`src/rtl/datapath_ctrl_pkg.sv`:
```
// datapath_ctrl_pkg: state encoding, opcode/op fields and ALU/shift encodings for the datapath controller.
package datapath_ctrl_pkg;
   typedef enum logic [2:0] {WAIT, DECODE, GET_A, GET_B, ALU, WRITE_REG, WRITE_IMM} state_t;
   localparam logic [2:0] OPC_MOV = 3'b110;
   localparam logic [2:0] OPC_ALU = 3'b101;
   localparam logic [1:0] OP_MOV_IMM = 2'b10;
   localparam logic [1:0] OP_MOV_REG = 2'b00;
   localparam logic [1:0] OP_ADD = 2'b00;
   localparam logic [1:0] OP_CMP = 2'b01;
   localparam logic [1:0] OP_AND = 2'b10;
   localparam logic [1:0] OP_MVN = 2'b11;
   localparam logic [1:0] ALU_ADD = 2'b00;
   localparam logic [1:0] ALU_SUB = 2'b01;
   localparam logic [1:0] ALU_AND = 2'b10;
   localparam logic [1:0] ALU_NOT = 2'b11;
   localparam logic [1:0] SH_NONE = 2'b00;
endpackage

```
`src/rtl/datapath_ctrl_instr_decode.sv`:
```
// instr_decode: splits the IR into register/shift fields, sign-extends imm8 and classifies the instruction.
module instr_decode
   import datapath_ctrl_pkg::*;
#(
   parameter int DW = 16
) (
   input  logic [DW-1:0] ir,
   output logic [2:0]    rn,
   output logic [2:0]    rd,
   output logic [2:0]    rm,
   output logic [1:0]    sh,
   output logic [1:0]    op,
   output logic [DW-1:0] datapath_in,
   output logic          legal,
   output logic          mov_imm,
   output logic          mov_reg,
   output logic          mvn,
   output logic          cmp,
   output logic          use_a
);
   logic [2:0] opc;
   logic       alu;
   assign opc = ir[15:13];
   assign op = ir[12:11];
   assign rn = ir[10:8];
   assign rd = ir[7:5];
   assign sh = ir[4:3];
   assign rm = ir[2:0];
   assign datapath_in = {{(DW-8){ir[7]}}, ir[7:0]};
   assign alu = opc == OPC_ALU;
   assign mov_imm = opc == OPC_MOV && op == OP_MOV_IMM;
   assign mov_reg = opc == OPC_MOV && op == OP_MOV_REG;
   assign mvn = alu && op == OP_MVN;
   assign cmp = alu && op == OP_CMP;
   // MVN and MOV reg only need the B operand
   assign use_a = alu && !mvn;
   assign legal = mov_imm || mov_reg || alu;
endmodule

```
`src/rtl/datapath_ctrl.sv`:
```
// datapath_ctrl: multi-cycle FSM that latches an instruction on the s handshake and sequences datapath strobes.
module datapath_ctrl
   import datapath_ctrl_pkg::*;
#(
   parameter int DW = 16
) (
   input  logic          clk,
   input  logic          reset,
   input  logic          s,
   input  logic [DW-1:0] in,
   output logic          w,
   output logic          err,
   output logic [2:0]    readnum,
   output logic [2:0]    writenum,
   output logic          write,
   output logic          vsel,
   output logic          loada,
   output logic          loadb,
   output logic          asel,
   output logic          bsel,
   output logic [1:0]    shift,
   output logic [1:0]    ALUop,
   output logic          loadc,
   output logic          loads,
   output logic [DW-1:0] datapath_in
);
   state_t        state, next;
   logic [DW-1:0] ir;
   logic [2:0]    rn, rd, rm;
   logic [1:0]    sh, op;
   logic          legal, mov_imm, mov_reg, mvn, cmp, use_a;

   instr_decode #(.DW(DW)) u_dec (
      .ir(ir), .rn(rn), .rd(rd), .rm(rm), .sh(sh), .op(op), .datapath_in(datapath_in),
      .legal(legal), .mov_imm(mov_imm), .mov_reg(mov_reg), .mvn(mvn), .cmp(cmp), .use_a(use_a)
   );

   always_ff @(posedge clk)
      if (reset) begin
         state <= WAIT;
         ir <= '0;
      end else begin
         state <= next;
         if (state == WAIT && s) ir <= in;
      end

   assign w = state == WAIT;

   // strobes are held low while reset is asserted so an in-flight write is dropped immediately
   always_comb begin
      next = state;
      err = 1'b0;
      readnum = '0;
      writenum = '0;
      write = 1'b0;
      vsel = 1'b0;
      loada = 1'b0;
      loadb = 1'b0;
      asel = 1'b0;
      bsel = 1'b0;
      shift = SH_NONE;
      ALUop = ALU_ADD;
      loadc = 1'b0;
      loads = 1'b0;
      case (state)
         WAIT: next = s ? DECODE : WAIT;
         DECODE: begin
            next = !legal ? WAIT : mov_imm ? WRITE_IMM : use_a ? GET_A : GET_B;
            err = !legal && !reset;
         end
         GET_A: begin
            next = GET_B;
            readnum = rn;
            loada = !reset;
         end
         GET_B: begin
            next = ALU;
            readnum = rm;
            loadb = !reset;
         end
         ALU: begin
            next = cmp ? WAIT : WRITE_REG;
            shift = sh;
            asel = mov_reg || mvn;
            ALUop = mov_reg ? ALU_ADD : op;
            loads = cmp && !reset;
            loadc = !cmp && !reset;
         end
         WRITE_REG: begin
            next = WAIT;
            writenum = rd;
            write = !reset;
         end
         WRITE_IMM: begin
            next = WAIT;
            writenum = rn;
            vsel = 1'b1;
            write = !reset;
         end
         default: next = WAIT;
      endcase
   end
endmodule

```
`config.mk`:
```
export PLATFORM = sky130hd
export DESIGN_NAME = datapath_ctrl
export DESIGN_NICKNAME = d
export VERILOG_FILES = /design/src/rtl/datapath_ctrl_pkg.sv /design/src/rtl/datapath_ctrl_instr_decode.sv /design/src/rtl/datapath_ctrl.sv
export SDC_FILE = /design/constraint.sdc
export NUM_CORES = 1
export LEC_CHECK = 0
export ABC_CLOCK_PERIOD_IN_PS = 1700
export CORE_ASPECT_RATIO = 1.75
export CORE_MARGIN = 8
export CORE_UTILIZATION = 42
export DETAILED_ROUTE_END_ITERATION = 16
export PLACE_DENSITY = 0.8
export SYNTH_ARGS = -nofsm -noshare
export SYNTH_HDL_FRONTEND = slang
export SYNTH_HIERARCHICAL = 1
export SYNTH_SLANG_ARGS = --single-unit
export TNS_END_PERCENT = 5
```
`constraint.sdc`:
```
create_clock -name clk -period 1.7 [get_ports clk]
set_input_delay 0.17 -clock clk [delete_from_list [all_inputs] [get_ports clk]]
set_output_delay 0.17 -clock clk [all_outputs]
set_load 0.03 [all_outputs]
```
==> impl_metrics.tcl, run 1 <==
set metrics [dict create \
    synth_cell_types 27 \
    final_cells 225 \
    dp_hpwl_mm 2.50 \
    drv_slew 0 \
    clock_latency_ps 260 \
    drt-initial-drc-count 36 \
    ios 55 \
    synthesis.nets 187 \
    h-tree-depth 1 \
    dr.pass1.iters 5 \
    vias_per_cell 5.17 \
    grt_pass1_vias 1123 \
    final_util_pct 58.5 \
    syn2layout_area_growth_pct 34.6 \
    synth_warnings 6 \
    start_util_pct 43.5 \
    die_x_um 57.4 \
    seqCellArea_um2 392 \
    ys_seq_elements 19 \
    finalClockSkew_ps 5.52 \
    diodes 0 \
    gr-total-overflow 0 \
    synth-async-reset-ratio_pct 0 \
    required_ps 1530 \
    cp.arrival_ps 1530 \
    synth-edff-count 0 \
    grt_max_degree 25 \
    numCtsBuffers 3 \
    core_um2 2900 \
    ys_seq_area_share_pct 30.2 \
    ys.flop_type "dfxtp_1" \
    wl_per_cell_um 15.2 \
    leakage_nw 0.791 \
    nets 217 \
    rows 26 \
    grt_usage_pct 12.7 \
    grt_pass1_wl_mm 5.10 \
    cts_buffer_depth 2 \
    syn_area_um2 1260 \
    gp_congestion 0.792 \
    violations "setup timing" \
    peakVddDrop_mv 0.500 \
    postSynthAreaPerCell_um2 7.49 \
    fmax_mhz 587 \
    finalSetupViolCount 1 \
    dieArea_um2 5070 \
    status "finished, violations left" \
    dp.cells 216 \
    antenna_found_initial 0 \
    cts_root_buffer "clkbuf_8" \
    worst_slack_ps -3.99 \
    ant_nets 0 \
    hold_violations 0 \
    drcViolationCount 0 \
    worst_setup_path_end_kind "primary output" \
    fill_cells 262 \
    crit_type "reg -> out" \
    cts_tree "yes" \
    period_needed_ps 1700 \
    die_h_um 88.4 \
    port_buffers 53 \
    drt-total-wl_mm 3.41 \
    crit_path_max_fanout 5 \
    cts.sinks 19 \
    clk_pin_slew_ps 70 \
    drive_gt1_share_pct 22.3 \
    netlist_instances 168 \
    cp-start-kind "register" \
    hp-class "in -> reg" \
    maxCapViolCount 0 \
    num_vias 1164 \
    finalCritPeriodShare_pct 100 \
    cellPowerDensity_nw_per_um2 629 \
    multi_input_area_um2 607 \
    rsz0062_at_grt "true" \
]
## final timing paths
kind / startpoint / end / slack [ps] / cells after the start
worst min-delay path: in[8] / ir[8]$_SDFFE_PP0P_ / 460 / 3
worst max register to register: state[1]$_SDFF_PP0_ / ir[3]$_SDFFE_PP0P_ / 110 / 6
worst min register to register: ir[10]$_SDFFE_PP0P_ / ir[10]$_SDFFE_PP0P_ / 460 / 2
worst max-delay path: state[1]$_SDFF_PP0_ / err / -4 / 4
## layout make-up
cell class | count | share of cell area (%)
Tap cell | 28 | 2.07
Timing Repair Buffer | 65 | 35.7
Multi-Input combinational cell | 106 | 35.8
Sequential cell | 19 | 23.1
Clock buffer | 4 | 2.66
Inverter | 3 | 0.665
## metrics by stage
step | hold slack, ps | setup slack (ps) | setup TNS [ps] | area, µm² | total power, mW
after global placement | 440 | 133 | 0 | 1550 | 0.751
after CTS | 455 | -43.4 | -84.2 | 1660 | 1.07
after global routing | 457 | -39.6 | -127 | 1690 | 1.12
final | 456 | -3.99 | -3.99 | 1690 | 1.07
after floorplan | 306 | -140 | -519 | 1260 | 0.702
after detailed placement | 452 | 88.2 | 0 | 1550 | 0.758
## routing by layer
metal	track usage [%]	vias to the layer above	wire, µm
li1	-	580	-
met1	11.2	532	1260
met2	25.5	46	1890
met3	2.91	6	194
met4	6.42	0	70
met5	0	-	0
## layout by cell type (no fill, tap or decap), types with 2 or more instances in the layout
| cell type | instances |
|---|---|
| buf_6 | 3 |
| nor3_1 | 4 |
| nor2b_1 | 6 |
| nor3b_1 | 3 |
| dlymetal6s2s_1 | 7 |
| dfxtp_1 | 16 |
| clkbuf_8 | 3 |
| dlygate4sd2_1 | 2 |
| nor3b_2 | 3 |
| clkdlybuf4s50_1 | 27 |
| nand2_1 | 35 |
| a21oi_1 | 22 |
| buf_4 | 26 |
| a22oi_1 | 3 |
| nor2_1 | 13 |
| dfxtp_4 | 3 |
| or4b_1 | 2 |
| inv_1 | 3 |
## logic make-up (layout without fill, tap and decap cells)
logic type / after synthesis / count (layout) / synth area share, %
AO/OA/AOI/OAI: 28 / 28 / 12.0
buffers and inverters: 43 / 72 / 23.7
multiplexers: 1 / 1 / 0.795
AND/OR/NAND/NOR: 76 / 76 / 33.0
flip-flops: 19 / 19 / 30.2
other: 1 / 1 / 0.298
## synthesized netlist by cell type (all sizes together), types with 2 or more instances
| cell | number | area share [%] |
|---|---|---|
| buf | 36 | 22 |
| inv | 3 | 0.89 |
| clkbuf | 4 | 1.2 |
| o21ai | 2 | 0.79 |
| a21oi | 22 | 8.7 |
| or3b | 2 | 1.4 |
| a22oi | 3 | 1.8 |
| dfxtp | 19 | 30 |
| nor3b | 6 | 4.0 |
| nor3 | 4 | 1.6 |
| nor2b | 7 | 3.5 |
| or4b | 3 | 2.4 |
| nand2 | 35 | 10 |
| nor2 | 14 | 4.2 |
## power breakdown
part	switching, mW	internal, mW
Sequential	0.0296	0.467
Clock	0.151	0.167
Combinational	0.131	0.121
Total	0.311	0.755
## flip-flops by register name, indices dropped and copies added (netlist names)
register  count
ir           16
state         3
## what timing repair did
| action | CTS | global route |
|---|---|---|
| hold buffers | 0 | 0 |
| endpoints found under the setup margin | 14 | 18 |
| setup buffers | 4 | 1 |
| resized for setup | 15 | 10 |
| pin swaps | 2 | 1 |
## critical path, stage by stage (launching register included)
cell and delay, ps:
dfxtp_4 370, buf_6 110, or4b_4 550, nor2_4 110
buf_6 140
Power figures use the tool's default switching activity.
==> inputs of run 2 (changes only) <==
--- a/config.mk
+++ b/config.mk
@@ -5,12 +5,12 @@
 export SDC_FILE = /design/constraint.sdc
 export NUM_CORES = 1
 export LEC_CHECK = 0
-export ABC_CLOCK_PERIOD_IN_PS = 1700
+export ABC_CLOCK_PERIOD_IN_PS = 2000
 export CORE_ASPECT_RATIO = 1.75
 export CORE_MARGIN = 8
-export CORE_UTILIZATION = 42
+export CORE_UTILIZATION = 45
 export DETAILED_ROUTE_END_ITERATION = 16
-export PLACE_DENSITY = 0.8
+export PLACE_DENSITY = 0.85
 export SYNTH_ARGS = -nofsm -noshare
 export SYNTH_HDL_FRONTEND = slang
 export SYNTH_HIERARCHICAL = 1
==> constraint.sdc (replaced) <==
create_clock -name clk -period 2 [get_ports clk]
set_input_delay 0.2 -clock clk [delete_from_list [all_inputs] [get_ports clk]]
set_output_delay 0.2 -clock clk [all_outputs]
set_load 0.03 [all_outputs]
==> run 2 against run 1 <==
The run now ends clean; global-route usage is 0.21 points higher; hold slack about the same; design area down 6.3%; combinational power fell by 19%; routed wire length shrank 8.8%; critical endpoint is now ALUop[1]; cell count is 4.0% lower.
==> impl_metrics.tcl, run 2 (synthesis results as in run 1) <==
set metrics [dict create \
    status "finished clean" \
    drive_gt1_share_pct 14.8 \
    dp_hpwl_mm 2.40 \
    cts_buffer_depth 2 \
    worst_setup_path_end_kind "primary output" \
    hp-class "reg -> reg" \
    diodes 0 \
    finalSetupTns_ps 0 \
    h-tree-depth 1 \
    vias_per_cell 5.27 \
    fin_area_um2 1590 \
    cts_root_buffer "clkbuf_8" \
    critPathSlowestCell "dfxtp_2" \
    cellPowerDensity_nw_per_um2 562 \
    cts_setup_buffers 0 \
    worst_hold_path.num_cells 2 \
    leakage_nw 0.657 \
    start_util_pct 46.8 \
    r2r_cells 3 \
    cts_tree "yes" \
    grt_pass1_wl_mm 5.28 \
    cp.arrival_ps 1770 \
    dr.pass1.iters 6 \
    clock_latency_ps 250 \
    hold_start "ir[8]$_SDFFE_PP0P_" \
    core_um2 2690 \
    antenna_found_initial 0 \
    reg2reg_setup_slack_ps 390 \
    die_x_um 56.0 \
    peakVddDrop_mv 0.339 \
    total_power_mw 0.892 \
    max_slew_margin_pct 65.2 \
    hold-worst-slack_ps 457 \
    cpPeakStageDelay_ps 480 \
    final_common_cell "clkdlybuf4s50_1" \
    postPlaceCellArea_um2 1530 \
    finalSetupViolCount 0 \
    cts.sinks 19 \
    final_cell_mix "37 x clkdlybuf4s50_1, 35 x nand2_1, 22 x a21oi_1, 18 x buf_4, 16 x dfxtp_1" \
    cp-start-kind "register" \
    grt_max_degree 25 \
    final_util_pct 59.0 \
    reg.largest.list "ir x16, state x3" \
    rsz0062_at_grt "true" \
    grt_usage_pct 12.9 \
    gr-total-overflow 0 \
    gp_congestion 0.849 \
    r2r-end "ir[9]$_SDFFE_PP0P_" \
    maxCapViolCount 0 \
    clk_pin_slew_ps 70 \
    nets 209 \
    fmax_mhz 509 \
    largest_reg_flops 16 \
    hold_violations 0 \
    largest_register "ir" \
    crit_type "reg -> out" \
    cp_cell_sequence "or3b_4 > nor3b_1 > buf_4" \
    cts_hold_buf 0 \
    rows 25 \
    numCtsBuffers 3 \
    port_buffers 53 \
    grt_pass1_vias 1194 \
    syn2layout_area_growth_pct 26.1 \
    period_needed_ps 1970 \
    wl_per_cell_um 14.4 \
    crit_path_max_fanout 16 \
    drv_slew 0 \
    die_h_um 86.0 \
    tightest_slew_ps 522 \
    r2r-start "state[2]$_SDFF_PP0_" \
    drt-total-wl_mm 3.11 \
    finalCritPeriodShare_pct 98.3 \
    num_vias 1138 \
    drcViolationCount 0 \
    dieArea_um2 4810 \
    required_ps 1800 \
    fill_cells 261 \
    finalClockSkew_ps 1.54 \
    ios 55 \
    hold_end "ir[8]$_SDFFE_PP0P_" \
    ant_nets 0 \
    drt-initial-drc-count 26 \
]
run 2: cell types whose count changed in the layout (fill, tap and decap cells not counted), moves of 2 or more:
cell / delta
dlymetal6s2s_1: -5
dlygate4sd2_1: -2
clkdlybuf4s50_1: +10
nor3b_2: -2
dfxtp_4: -3
nor3b_1: +2
buf_6: -3
buf_4: -8
dfxtp_2: +3
run 2: timing repair:
item	CTS	global route
gates cloned	0	0
resized for setup	2	4
hold endpoints to repair	0	0
endpoints found under the setup margin	9	6
run 2: power by group:
part           internal, mW  switching, mW  total (mW)
logic                0.0982          0.105       0.204
registers             0.400         0.0271       0.427
clock network         0.141          0.120       0.261
total                 0.640          0.252       0.892
run 2: layer usage:
layer	track usage, %	vias to the layer above	wire length (µm)
met5	0	-	0
met4	8.13	0	94
met3	3.25	8	186
met2	24.7	40	1730
met1	11.3	528	1100
li1	-	562	-
run 2: worst max-delay path: cells and delay by family (launching register included):
kind                   cells  cell delay [ps]
buffers and inverters      1              230
DFF                        1              480
and+or+nand+nor            2              800
run 2: cell type report:
type	count	area (µm²)	share of cell area, %
clock buffers	4	45.0	2.84
inverters	3	11.3	0.709
multi-input cells	106	583	36.7
flip-flops and latches	19	384	24.2
well taps	27	33.8	2.13
repair buffers	57	531	33.4
run 2: metrics by stage:
| stage | worst slack, ps | instances |
|---|---|---|
| CTS | 3.83 | 216 |
| global placement | 193 | 212 |
| floorplan | 130 | 168 |
| detailed placement | 131 | 212 |
| finish | 34.2 | 216 |
| global route | -24.1 | 216 |
run 2: how the worst max path moves through the flow:
stage | from | to | depth (start not counted)
6_report | state[2]$_SDFF_PP0_ | ALUop[1] | 3
5_1_grt | state[0]$_SDFF_PP0_ | readnum[2] | 4
4_1_cts | state[2]$_SDFF_PP0_ | ALUop[1] | 3
3_5_place_dp | state[0]$_SDFF_PP0_ | readnum[0] | 4
3_3_place_gp | state[0]$_SDFF_PP0_ | readnum[2] | 4
2_1_floorplan | state[2]$_SDFF_PP0_ | ALUop[0] | 3
==> inputs of run 3 (changes only) <==
--- a/config.mk
+++ b/config.mk
@@ -6,7 +6,7 @@
 export NUM_CORES = 1
 export LEC_CHECK = 0
 export ABC_CLOCK_PERIOD_IN_PS = 2000
-export CORE_ASPECT_RATIO = 1.75
+export CORE_ASPECT_RATIO = 2
 export CORE_MARGIN = 8
 export CORE_UTILIZATION = 45
 export DETAILED_ROUTE_END_ITERATION = 16
==> run 3 against run 2 <==
Die area up 0.74%; sequential share of layout area up 0.057 points; clock-buffer cell count down 1; routed wire length fell by 0.51%; register-to-register slack lost 100 ps; setup slack improved by 140 ps; cell count grew 0.46%; maximum frequency rose by 7.7%; hold slack improved by 9.0 ps; highest routed layer unchanged.
==> impl_metrics.tcl, run 3 (synthesis results as in run 1) <==
set metrics [dict create \
    status "finished clean" \
    crit_path_max_fanout 18 \
    nets 208 \
    drt-total-wl_mm 3.10 \
    grt_pass1_vias 1142 \
    die_h_um 90.8 \
    final_common_cell "clkdlybuf4s50_1" \
    cp.arrival_ps 1630 \
    fill_cells 255 \
    max_slew_margin_pct 65.2 \
    worst_slack_ps 174 \
    grt_pass1_wl_mm 5.02 \
    drv_slew 0 \
    ios 55 \
    final_cell_mix "36 x clkdlybuf4s50_1, 35 x nand2_1, 22 x a21oi_1, 17 x buf_4, 16 x dfxtp_1" \
    cts_root_buffer "clkbuf_8" \
    cellPowerDensity_nw_per_um2 565 \
    total_power_mw 0.895 \
    drive_gt1_share_pct 14.4 \
    antenna_found_initial 0 \
    finalCritPeriodShare_pct 91.3 \
    cts_hold_buf 0 \
    grt_max_degree 25 \
    wl_per_cell_um 14.3 \
    syn2layout_area_growth_pct 25.8 \
    reg2reg_setup_slack_ps 290 \
    fin_area_um2 1580 \
    gp_congestion 0.803 \
    core_um2 2700 \
    reg.largest.list "ir x16, state x3" \
    clock_latency_ps 250 \
    cts.sinks 19 \
    dr.pass1.iters 4 \
    cts_tree "yes" \
    ant_nets 0 \
    die_x_um 53.4 \
    drcViolationCount 0 \
    clk_pin_slew_ps 70 \
    vias_per_cell 5.02 \
    crit_type "reg -> out" \
    dp.cells 213 \
    dieArea_um2 4850 \
    rows 27 \
    fmax_mhz 548 \
    largest_reg_flops 16 \
    period_needed_ps 1830 \
    cts_buffer_depth 2 \
    final_cells 217 \
    drt-initial-drc-count 18 \
    port_buffers 53 \
    dp_slack_ps 145 \
    dp_hpwl_mm 2.46 \
    multi_input_area_um2 581 \
    cp-start-kind "register" \
    hp-class "reg -> reg" \
    largest_register "ir" \
    rsz0062_at_grt "false" \
    finalClockSkew_ps 2.52 \
    maxCapViolCount 0 \
    leakage_nw 0.670 \
    hold_violations 0 \
    h-tree-depth 1 \
    num_vias 1089 \
    diodes 0 \
    start_util_pct 46.6 \
    postPlaceCellArea_um2 1530 \
    grt_usage_pct 13.1 \
    finalSetupViolCount 0 \
    tightest_slew_ps 522 \
    gr-total-overflow 0 \
    required_ps 1800 \
    cts_setup_buffers 0 \
    peakVddDrop_mv 0.675 \
    cts_resized 2 \
    numCtsBuffers 3 \
    seqCellArea_um2 384 \
    finalSetupTns_ps 0 \
    worst_setup_path_end_kind "primary output" \
]
[run 3: path summary, 6_finish.rpt]
kind,start,to,cells after the start
hold reg to reg,ir[8]$_SDFFE_PP0P_,ir[8]$_SDFFE_PP0P_,2
setup / recovery,state[0]$_SDFF_PP0_,loads,3
setup reg to reg,state[2]$_SDFF_PP0_,ir[15]$_SDFFE_PP0P_,4
hold / removal,ir[8]$_SDFFE_PP0P_,ir[8]$_SDFFE_PP0P_,2
[run 3: area by class of cell]
class	instances	area share, %
timing repair buffer	56	33.2
clock inverter	1	0.316
sequential	19	24.2
multi-input combinational	106	36.7
tap	29	2.29
inverter	3	0.711
clock buffer	3	2.61
[run 3: through the flow]
| step | util, % | hold WS, ps |
|---|---|---|
| floorplan | - | 336 |
| global placement | 56.5 | 439 |
| detailed placement | 56.5 | 449 |
| CTS | 58.3 | 459 |
| global route | 58.6 | 478 |
| finish | 58.6 | 466 |
[run 3: layer usage]
| layer | global-route usage [%] | up-vias | wire length [µm] |
|---|---|---|---|
| met5 | 0 | - | 0 |
| met4 | 6.14 | 0 | 61 |
| met3 | 3.30 | 4 | 194 |
| met2 | 24.6 | 30 | 1820 |
| met1 | 11.7 | 491 | 1020 |
| li1 | - | 564 | - |
[run 3: power breakdown]
group / leakage [nW] / internal [mW] / switching, mW
Sequential: 0.157 / 0.400 / 0.0265
Clock: 0.0255 / 0.138 / 0.128
Combinational: 0.487 / 0.0962 / 0.106
Total: 0.670 / 0.635 / 0.260
[run 3: worst max-delay path, cell delays in order, from the launching register on]
cell and delay, ps:
dfxtp_2 420, or3b_1 500, nor3b_1 260, buf_4 200
